[config.mk]
export PLATFORM = sky130hd
export DESIGN_NAME = sseg_scan_driver
export DESIGN_NICKNAME = d
export VERILOG_FILES = /design/src/rtl/sseg_scan_driver.sv
export SDC_FILE = /design/constraint.sdc
export NUM_CORES = 1
export LEC_CHECK = 0
export CAP_MARGIN = 20
export CORE_ASPECT_RATIO = 1.75
export CORE_MARGIN = 4
export CORE_UTILIZATION = 57
export CTS_CLUSTER_DIAMETER = 30
export CTS_CLUSTER_SIZE = 16
export DETAILED_ROUTE_END_ITERATION = 16
export PLACE_DENSITY = 0.88
export SYNTH_ARGS = -nofsm -noshare
export SYNTH_HDL_FRONTEND = slang
export SYNTH_SLANG_ARGS = --single-unit
[constraint.sdc]
create_clock -name clk -period 4.35 [get_ports clk]
set_clock_uncertainty 0.05 [all_clocks]
set_input_delay 1.0875 -clock clk [delete_from_list [all_inputs] [get_ports clk]]
set_output_delay 1.0875 -clock clk [all_outputs]
set_load 0.02 [all_outputs]
[src/rtl/sseg_scan_driver.sv]
// Multiplexed 4-digit common-anode seven-segment driver. Scans one digit per
// slot from a per-frame snapshot of the BCD bus, with blanking, dp and anode guard.
module sseg_scan_driver #(
    parameter int REFRESH_DIV = 100000,
    parameter int GUARD       = 1000
) (
    input  logic        clk,
    input  logic        reset,
    input  logic [15:0] digits,
    input  logic        display_on,
    input  logic        blank_lz,
    input  logic        dp_en,
    input  logic [1:0]  dp_pos,
    output logic [3:0]  an,
    output logic [6:0]  seg,
    output logic        dp,
    output logic        frame_tick
);

    localparam int            PW      = $clog2(REFRESH_DIV);
    localparam logic [PW-1:0] P_LAST  = PW'(REFRESH_DIV - 1);
    localparam logic [PW-1:0] P_GUARD = PW'(GUARD);

    function automatic logic [6:0] seg_decode(input logic [3:0] bcd);
        logic [6:0] pat;
        case (bcd)
            4'd0:    pat = 7'b1000000;
            4'd1:    pat = 7'b1111001;
            4'd2:    pat = 7'b0100100;
            4'd3:    pat = 7'b0110000;
            4'd4:    pat = 7'b0011001;
            4'd5:    pat = 7'b0010010;
            4'd6:    pat = 7'b0000010;
            4'd7:    pat = 7'b1111000;
            4'd8:    pat = 7'b0000000;
            4'd9:    pat = 7'b0010000;
            default: pat = 7'b0111111;
        endcase
        return pat;
    endfunction

    logic [PW-1:0] p_p0;
    logic [1:0]    s_p0;
    logic [15:0]   snap_p0;
    logic          slot_end;

    assign slot_end = (p_p0 == P_LAST);

    // Stage p0: prescaler, slot counter and frame snapshot
    always_ff @(posedge clk) begin
        if (reset) begin
            p_p0    <= '0;
            s_p0    <= 2'd0;
            snap_p0 <= 16'h0000;
        end else begin
            p_p0 <= slot_end ? '0 : p_p0 + 1'b1;
            if (slot_end) begin
                s_p0 <= s_p0 + 2'd1;
                if (s_p0 == 2'd3)
                    snap_p0 <= digits;
            end
        end
    end

    assign frame_tick = (s_p0 == 2'd0) && (p_p0 == '0);

    logic [3:0] blank;
    logic [3:0] cur_digit;
    logic [3:0] an_nxt;
    logic [6:0] seg_nxt;
    logic       dp_nxt;

    // Blanking chains from the most significant digit down; d0 always shows.
    always_comb begin
        blank[3]  = blank_lz && (snap_p0[15:12] == 4'd0);
        blank[2]  = blank[3] && (snap_p0[11:8] == 4'd0);
        blank[1]  = blank[2] && (snap_p0[7:4] == 4'd0);
        blank[0]  = 1'b0;
        cur_digit = snap_p0[{s_p0, 2'b00} +: 4];
        an_nxt    = 4'b1111;
        if (display_on && (p_p0 >= P_GUARD))
            an_nxt[s_p0] = 1'b0;
        seg_nxt   = blank[s_p0] ? 7'b1111111 : seg_decode(cur_digit);
        dp_nxt    = !(dp_en && (dp_pos == s_p0) && display_on);
    end

    logic [3:0] an_p1;
    logic [6:0] seg_p1;
    logic       dp_p1;

    // Stage p1: registered display outputs
    always_ff @(posedge clk) begin
        if (reset) begin
            an_p1  <= 4'b1111;
            seg_p1 <= 7'b1111111;
            dp_p1  <= 1'b1;
        end else begin
            an_p1  <= an_nxt;
            seg_p1 <= seg_nxt;
            dp_p1  <= dp_nxt;
        end
    end

    assign an  = an_p1;
    assign seg = seg_p1;
    assign dp  = dp_p1;

endmodule

==> flow_summary_export.csv, run 1 <==
group,metric,value,unit
clock_tree,cts_hold_repair.buffers,0,
run,drv_cap,0,
floorplan,die_w,56.28,microns
detailed_routing,postRouteAntennaNets,0,
worst_setup_path,crit_path_max_incr_delay,0.61,ns
pwr,peakVddDrop,0.2439,mV
worst_setup_path,path_buf_inv,1,
global_route,grt_pass1_wl,9.032,mm
min_path,min_from,"p_p0[0]",
worst_setup_path,critical_path.top_delay_family,"simple AND/OR/NAND/NOR gates",
logic_synthesis,synth_top_cell_area_share,0.4047,
worst_setup_path,r2r_cells,5,
logic_synthesis,synth_seq_cells,47,
timing,rsz0062_at_grt,"no",
detailed_routing,dr_wl_met2,2.869,mm
worst_setup_path,r2r_end,"p_p0[14]",
clock_tree,cts_root_buffer,"clkbuf_8",
floorplan,row_count,30,
timing,finalCritPeriodShare,0.8023,
clock_tree,clkTransAtPathRegs,0.08,ns
timing,setup-tns-final,0,ns
timing,hold_ws,0.4208,ns
detailed_routing,routed_wirelength,5.379,mm
detailed_routing,num_vias,2067,
detailed_routing,routed.top_layer,"met4",
timing,fin_crit,3.490,ns
min_path,min_path_cells,1,
worst_setup_path,cp-start-kind,"flip-flop",
pwr,p_leak,0.9723,nW
clock_tree,insertion_delay,0.30,ns
floorplan,ioPinCount,36,
detailed_routing,drt-pass1-iter-count,5,
worst_setup_path,ff2ff_setup_slack,1.60,ns
floorplan,start_util,0.5955,
detailed_routing,avgRoutedWirePerCell,16.20,microns
logic_synthesis,ys_top_cells_by_area,"dfxtp_1 (40%), ha_1 (5.9%), nand4_1 (5.9%), a21oi_1 (5.4%), o31ai_1 (5.2%)",
detailed_routing,met1_length,2.083,mm
finish,nets,317,
worst_setup_path,end_kind,"output port",
detailed_routing,drtIter0Drc,61,
pwr,powerDensity,296.8,nW/um^2
clock_tree,cts.repair.resized,0,
pwr,p_total,0.0008241,W
timing,setup_viol,0,
finish,diodes,0,
logic_synthesis,synthMostInstantiatedCell,"dfxtp_1",
floorplan,die_y,92.48,microns
logic_synthesis,yosysUniqueCellTypes,37,
worst_setup_path,worst_path_max_delay_cell,"clkdlybuf4s50_1",
min_path,hold_class,"flip-flop to flip-flop",
logic_synthesis,synth_ff_type,"dfxtp_1",
logic_synthesis,async_flop_share,0,
detailed_routing,dr_wl_met3,202,microns
logic_synthesis,synth.avg_cell_area,8.941,sq um
logic_synthesis,synth_largest_area_cell,"dfxtp_1",
logic_synthesis,synthCells,260,
logic_synthesis,synth-edff-count,0,
finish,syn2layout_area_growth,19.43,%
global_route,grt_max_degree,21,
timing,finalHoldViolations,0,
global_route,grt_overflow,0,
worst_setup_path,cp_max_fo,4,
finish,fin_util,0.7112,
clock_tree,cts_max_level,2,
clock_tree,cts_setup_buffers,0,
timing,fmax,286.5,MHz
floorplan,core-area,3904,sq um
detailed_routing,drc,0,
timing,max_slew_margin,0.4519,
min_path,min_to,"p_p0[0]",
worst_setup_path,r2r_start,"p_p0[0]",
worst_setup_path,worstPathRequired,3.21,ns
logic_synthesis,synth_nets,294,
clock_tree,cts_buffers,5,
clock_tree,cts_tree,"built",
placement,dpl.hpwl,3.960,mm
floorplan,fp.dieArea,5204,sq um
finish,drive_gt1_frac,0.07746,
worst_setup_path,path_class,"flip-flop to output port",
logic_synthesis,ys_seq_area_frac,0.4047,
global_route,grt_antenna_before_repair,0,
logic_synthesis,synthesis.area,2325,sq um
clock_tree,clockBufferDepth,2,
global_route,gr-usage-all-layers,0.2178,
placement,io_buffers,35,
timing,finalMaxSlewViolations,0,
logic_synthesis,yosysWarningCount,0,
status,status,"complete, no violations",
clock_tree,clock_sinks,47,
global_route,grt_pass1_vias,2006,
timing,worstMarginPinSlew,0.8199,ns
worst_setup_path,crit_arrival,2.35,ns
worst_setup_path,crit_chain,"or4_4 -> nor4_1 -> and3_1 -> clkdlybuf4s50_1",
detailed_routing,vias_per_cell,6.226,
logic_synthesis,synth_commonest_cells,"dfxtp_1 (47), a21oi_1 (25), nand4_1 (22)",
placement,place_congestion,0.8905,
==> per-layer routing <==
layer | global-route usage | up-vias
met2 | 0.3994 | 72
met1 | 0.2300 | 977
met5 | 0 | -
met4 | 0.1208 | 0
met3 | 0.03487 | 24
li1 | - | 994
==> state kept, by name, indices dropped and copies added, names as in the netlist <==
register,count
p_p0,17
an,4
dp,1
seg,7
s_p0,2
snap_p0,16
==> worst register-to-register path: cells and delay by family (launching register included) <==
family	cells	cell delay (ns)
and+or+nand+nor	3	1.12
AOI/OAI and AO/OA	1	0.84
DFF	1	0.37
adders and majority gates	1	0.22
==> power breakdown <==
group	leakage (nW)	total (W)	internal [W]	switching, W
Combinational	0.529	0.0000550	0.0000316	0.0000234
Clock	0.0612	0.000331	0.000186	0.000145
Sequential	0.382	0.000438	0.000435	0.00000286
Total	0.972	0.000824	0.000653	0.000171
==> how the worst max path moves through the flow <==
stage / slack, ns / endpoint / start / cells after the start
after floorplan: 1.84 / frame_tick / p_p0[12] / 3
after global placement: 1.28 / frame_tick / p_p0[12] / 4
after detailed placement: 1.19 / frame_tick / p_p0[12] / 4
after CTS: 0.86 / frame_tick / p_p0[12] / 4
after global routing: 0.71 / frame_tick / p_p0[12] / 4
final: 0.86 / frame_tick / p_p0[12] / 4
==> through the flow <==
step / setup WS, ns / cells / instance area, sq um
after floorplan: 1.837 / 260 / 2325
after global placement: 1.278 / 324 / 2659
after detailed placement: 1.188 / 324 / 2659
after CTS: 0.8637 / 332 / 2776
after global routing: 0.7112 / 332 / 2776
final: 0.8599 / 332 / 2776
==> placed cells by master (no fill, tap or decap), types with 4 or more instances in the layout <==
cell type,Yosys,layout
a21oi_1,25,25
and3_1,5,5
and4_1,4,4
clkbuf_8,0,6
clkdlybuf4s50_1,0,35
dfxtp_1,47,47
ha_1,11,11
inv_1,10,10
mux4_2,4,4
nand2_1,10,10
nand3_1,12,12
nand4_1,22,22
nor2_1,17,17
o211ai_1,4,4
o21ai_0,6,6
o31ai_1,16,16
or3_1,5,5
xor2_1,11,11
==> cell type report <==
cell class	count	area, sq um
Multi-Input combinational cell	181	1251
Fill cell	306	1127
Sequential cell	47	940.9
Timing Repair Buffer	37	365.4
Clock buffer	6	82.58
Tap cell	48	60.06
Inverter	11	41.29
Clock inverter	2	35.03
==> cell families (layout without fill, tap and decap cells) <==
logic type / count (synthesis) / in the layout / share of synthesized area
adders and majority gates: 11 / 11 / 0.05920
AOI/OAI and AO/OA: 54 / 54 / 0.1410
xor gates and xnor gates: 13 / 13 / 0.04898
DFF: 47 / 47 / 0.4047
buffers and inverters: 32 / 56 / 0.05705
muxes: 8 / 8 / 0.05705
and+or+nand+nor: 95 / 95 / 0.2320
Note: power is estimated with default switching activity, not from simulation.
==> run 2: changes to the inputs <==
Settings changed: CORE_UTILIZATION 57 to 53, PLACE_DENSITY 0.88 to 0.83.
Clock period 4.35 ns to 3.5 ns, I/O delays scaled along.
==> run 2 against run 1 <==
- power increased by 13%
- worst setup slack got worse by 0.57 ns
- largest cell class unchanged
- critical endpoint unchanged
- die area increased by 6.7%
- sequential share of layout area increased by 0.20 points
==> flow_summary_export.csv, run 2 (synthesis results as in run 1) <==
group,metric,value,unit
pwr,netSwitchingPower,0.0002094,W
floorplan,start_util,0.5550,
pwr,combPwrFrac,0.072,
timing,worstMarginPinSlew,0.7112,ns
clock_tree,cts_tree,"built",
finish,most-common-layout-cells,"dfxtp_1 (47), clkdlybuf4s50_1 (35), a21oi_1 (25), nand4_1 (22), nor2_1 (17)",
finish,syn2layout_area_growth,18.73,%
timing,finalHoldViolations,0,
finish,fin_util,0.6589,
pwr,p_leak,0.9619,nW
timing,setup-tns-final,0,ns
finish,regMostFlops,"p_p0",
finish,nets,319,
clock_tree,clkTransAtPathRegs,0.08,ns
floorplan,fp.dieArea,5552,sq um
detailed_routing,vias_per_cell,5.988,
worst_setup_path,cp_max_fo,4,
worst_setup_path,path_buf_inv,1,
pwr,power_switching_share,0.2253,
global_route,grt_pass1_wl,8.845,mm
clock_tree,cts_setup_buffers,0,
pwr,p_seq_frac,0.586,
run,drv_cap,0,
timing,finalMaxSlewViolations,0,
timing,setup_viol,0,
global_route,grt_pass1_vias,1936,
pwr,powerDensity,336.6,nW/um^2
timing,fin_crit,3.212,ns
finish,final_common_cell,"dfxtp_1",
floorplan,die_y,95.61,microns
detailed_routing,postRouteAntennaNets,0,
timing,finalCritPeriodShare,0.9176,
floorplan,core-area,4189,sq um
global_route,grt_antenna_before_repair,0,
timing,fmax,311.4,MHz
floorplan,die_w,58.07,microns
finish,diodes,0,
finish,largest_reg_flops,17,
placement,dpl.hpwl,4.012,mm
detailed_routing,avgRoutedWirePerCell,15.71,microns
detailed_routing,num_vias,2006,
floorplan,row_count,31,
clock_tree,cts_hold_repair.buffers,0,
clock_tree,cts_root_buffer,"clkbuf_8",
timing,max_slew_margin,0.5258,
floorplan,ioPinCount,36,
min_path,hold_class,"flip-flop to flip-flop",
clock_tree,clock_sinks,47,
pwr,power_frac_clock,0.342,
worst_setup_path,path_class,"flip-flop to output port",
worst_setup_path,crit_cells,4,
timing,rsz0062_at_grt,"no",
placement,place_congestion,0.8749,
pwr,peakVddDrop,0.2450,mV
placement,io_buffers,35,
clock_tree,cts_buffers,5,
detailed_routing,drc,0,
finish,num-fill-cells,358,
min_path,min_path_cells,1,
worst_setup_path,r2r_cells,4,
worst_setup_path,end_kind,"output port",
detailed_routing,routed_wirelength,5.262,mm
detailed_routing,drtIter0Drc,51,
worst_setup_path,crit_arrival,2.29,ns
global_route,gr-usage-all-layers,0.2059,
clock_tree,clockBufferDepth,2,
pwr,internal_power,0.0007197,W
detailed_routing,drt-pass1-iter-count,4,
status,status,"complete, no violations",
worst_setup_path,worstPathRequired,2.57,ns
worst_setup_path,crit_chain,"or4_4 -> nor4_1 -> and3_1 -> clkdlybuf4s50_1",
finish,drive_gt1_frac,0.08042,
global_route,grt_max_degree,21,
global_route,grt_overflow,0,
worst_setup_path,worst_path_max_delay_cell,"clkdlybuf4s50_1",
clock_tree,cts_max_level,2,
finish,seq_area,940.9,sq um
worst_setup_path,critical_path.top_delay_family,"simple AND/OR/NAND/NOR gates",
worst_setup_path,crit_path_max_incr_delay,0.60,ns
finish,multiInputGateArea,1251,sq um
clock_tree,insertion_delay,0.30,ns
worst_setup_path,cp-start-kind,"flip-flop",
clock_tree,cts.repair.resized,0,
## run 2: cell count changes in the layout (fill, tap and decap cells not counted)
| cell | previous run | this run |
|---|---|---|
| clkbuf_1 | 0 | 1 |
| clkinvlp_4 | 0 | 1 |
| bufinv_16 | 1 | 0 |
| clkbuf_8 | 6 | 5 |
| buf_4 | 2 | 4 |
## run 2: power by group through the flow
stage | Combinational, W | Clock [W] | Sequential, W
after floorplan | 0.0000214 | 0 | 0.000562
final | 0.0000670 | 0.000318 | 0.000545
after CTS | 0.0000678 | 0.000326 | 0.000545
after global routing | 0.0000720 | 0.000348 | 0.000546
after global placement | 0.0000668 | 0 | 0.000557
after detailed placement | 0.0000676 | 0 | 0.000557
## run 2: cell type report
cell class,instances,share of cell area
multi-input cells,181,0.4533
flip-flops and latches,47,0.3409
repair buffers,39,0.1378
clock buffers,6,0.02629
well taps,49,0.02221
inverters,11,0.01496
clock inverters,2,0.004533
## run 2: per-layer routing
layer	global-route usage	wire [microns]	vias up
li1	-	-	995
met1	0.2084	1920	939
met2	0.3953	2982	55
met3	0.03388	191	17
met4	0.09671	167	0
met5	0	0	-
## run 2: stage by stage
stage               hold slack, ns  cell area (sq um)  setup WS [ns]  power (W)  std cells
floorplan                   0.3755               2325          1.200  0.0005834        260
global placement            0.3923               2675         0.6560  0.0006240        327
detailed placement          0.4008               2675         0.6306  0.0006250        327
CTS                         0.4205               2760         0.2950  0.0009389        335
global route                0.4561               2760         0.2264  0.0009662        335
finish                      0.4136               2760         0.2884  0.0009291        335
## run 2: final timing paths
check	from	endpoint	slack, ns
max	p_p0[12]	frame_tick	0.29
min	p_p0[0]	p_p0[0]	0.41
max reg2reg	p_p0[12]	p_p0[12]	1.08
min reg2reg	p_p0[0]	p_p0[0]	0.41
==> run 3: changes to the inputs <==
Settings changed: CORE_UTILIZATION 53 to 57, PLACE_DENSITY 0.83 to 0.88.
Clock period 3.5 ns to 4 ns, I/O delays scaled along.
==> run 3 against run 2 <==
- register-to-register slack improved by 0.46 ns
- sequential share of layout area fell by 0.077 points
- via count is 0.15% higher
- non-clock buffer count down 1
- die area down 6.3%
- largest power group unchanged
- global-route usage rose by 0.93 points
- flip-flop and latch count is the same
==> flow_summary_export.csv, run 3 (synthesis results as in run 1) <==
group,metric,value,unit
status,status,"complete, no violations",
timing,fmax,294.8,MHz
finish,nets,318,
finish,syn2layout_area_growth,19.00,%
clock_tree,clkTransAtPathRegs,0.08,ns
global_route,grt_overflow,0,
floorplan,core-area,3904,sq um
detailed_routing,postRouteAntennaNets,0,
worst_setup_path,r2r_start,"p_p0[12]",
timing,finalCritPeriodShare,0.8479,
clock_tree,cts.repair.resized,0,
floorplan,start_util,0.5955,
placement,placed_area,2666,sq um
timing,hold_ws,0.4186,ns
placement,place_congestion,0.8932,
worst_setup_path,r2r_end,"p_p0[14]",
detailed_routing,routed_wirelength,5.442,mm
worst_setup_path,worstPathRequired,2.95,ns
worst_setup_path,ff2ff_setup_slack,1.54,ns
finish,fin_util,0.7087,
finish,num-fill-cells,306,
min_path,min_path_cells,1,
timing,rsz0062_at_grt,"no",
clock_tree,cts_root_buffer,"clkbuf_8",
placement,place_inst,325,
worst_setup_path,r2r_cells,4,
finish,multiInputGateArea,1251,sq um
finish,seq_area,940.9,sq um
timing,setup_viol,0,
pwr,peakVddDrop,0.3228,mV
timing,worstMarginPinSlew,0.7384,ns
pwr,p_leak,0.9667,nW
floorplan,die_y,92.48,microns
run,drv_cap,0,
detailed_routing,num_vias,2009,
detailed_routing,drtIter0Drc,73,
floorplan,row_count,30,
global_route,grt_pass1_wl,8.928,mm
timing,fin_crit,3.392,ns
worst_setup_path,cp-start-kind,"flip-flop",
placement,dpl.hpwl,3.882,mm
finish,most-common-layout-cells,"dfxtp_1 (47), clkdlybuf4s50_1 (35), a21oi_1 (25), nand4_1 (22), nor2_1 (17)",
finish,final-instance-count-excl-fill,333,
timing,setup-tns-final,0,ns
worst_setup_path,end_kind,"output port",
clock_tree,clockBufferDepth,2,
pwr,powerDensity,306.5,nW/um^2
floorplan,ioPinCount,36,
timing,max_slew_margin,0.5077,
finish,final_cell_area,2766,sq um
global_route,grt_antenna_before_repair,0,
detailed_routing,vias_per_cell,6.033,
worst_setup_path,crit_arrival,2.34,ns
worst_setup_path,cp_max_fo,4,
global_route,grt_pass1_vias,2000,
detailed_routing,drt-pass1-iter-count,4,
worst_setup_path,path_class,"flip-flop to output port",
clock_tree,cts_buffers,5,
finish,diodes,0,
finish,final_common_cell,"dfxtp_1",
finish,largest_reg_flops,17,
floorplan,die_w,56.28,microns
clock_tree,cts_setup_buffers,0,
min_path,hold_class,"flip-flop to flip-flop",
min_path,min_to,"p_p0[0]",
clock_tree,cts_hold_repair.buffers,0,
clock_tree,cts_max_level,2,
timing,finalMaxSlewViolations,0,
clock_tree,cts_tree,"built",
detailed_routing,avgRoutedWirePerCell,16.34,microns
timing,finalHoldViolations,0,
finish,drive_gt1_frac,0.07719,
global_route,gr-usage-all-layers,0.2152,
clock_tree,insertion_delay,0.29,ns
min_path,min_from,"p_p0[0]",
detailed_routing,drc,0,
finish,regMostFlops,"p_p0",
clock_tree,clock_sinks,47,
placement,io_buffers,35,
global_route,grt_max_degree,21,
floorplan,fp.dieArea,5204,sq um
run 3: worst max-delay path, cell delays in order, from the launching register on:
cell             delay (ns)
dfxtp_1                0.35
or4_4                  0.57
nor4_1                 0.29
and3_1                 0.24
clkdlybuf4s50_1        0.61
run 3: worst max-delay path by stage:
| stage | start | endpoint | slack (ns) | cells after the start |
|---|---|---|---|---|
| final | p_p0[12] | frame_tick | 0.61 | 4 |
| after global routing | p_p0[12] | frame_tick | 0.57 | 4 |
| after CTS | p_p0[12] | frame_tick | 0.60 | 4 |
| after detailed placement | p_p0[12] | frame_tick | 0.98 | 4 |
| after global placement | p_p0[12] | frame_tick | 1.02 | 4 |
| after floorplan | p_p0[12] | frame_tick | 1.57 | 3 |
run 3: layer usage:
layer / vias to the layer above / global-route usage / share of wire
met5: - / 0 / 0
met4: 0 / 0.1149 / 0.024
met3: 10 / 0.02929 / 0.040
met2: 58 / 0.4131 / 0.55
met1: 943 / 0.2161 / 0.39
li1: 998 / - / -
run 3: stage by stage:
stage	setup slack (ns)	total power, W
6_report	0.6082	0.0008478
5_1_grt	0.5673	0.0008759
4_1_cts	0.6011	0.0008518
3_5_place_dp	0.9818	0.0005469
3_3_place_gp	1.021	0.0005458
2_1_floorplan	1.575	0.0005104
run 3: power breakdown:
part	internal (W)	switching, W	total (W)
sequential	0.000473	0.00000318	0.000477
combinational	0.0000343	0.0000251	0.0000594
clock	0.000158	0.000154	0.000312
total	0.000666	0.000182	0.000848
run 3: layout make-up:
cell class / instances / area share
well taps: 48 / 0.02171
clock buffers: 8 / 0.03618
flip-flops and latches: 47 / 0.3401
repair buffers: 38 / 0.1348
multi-input cells: 181 / 0.4523
inverters: 11 / 0.01493
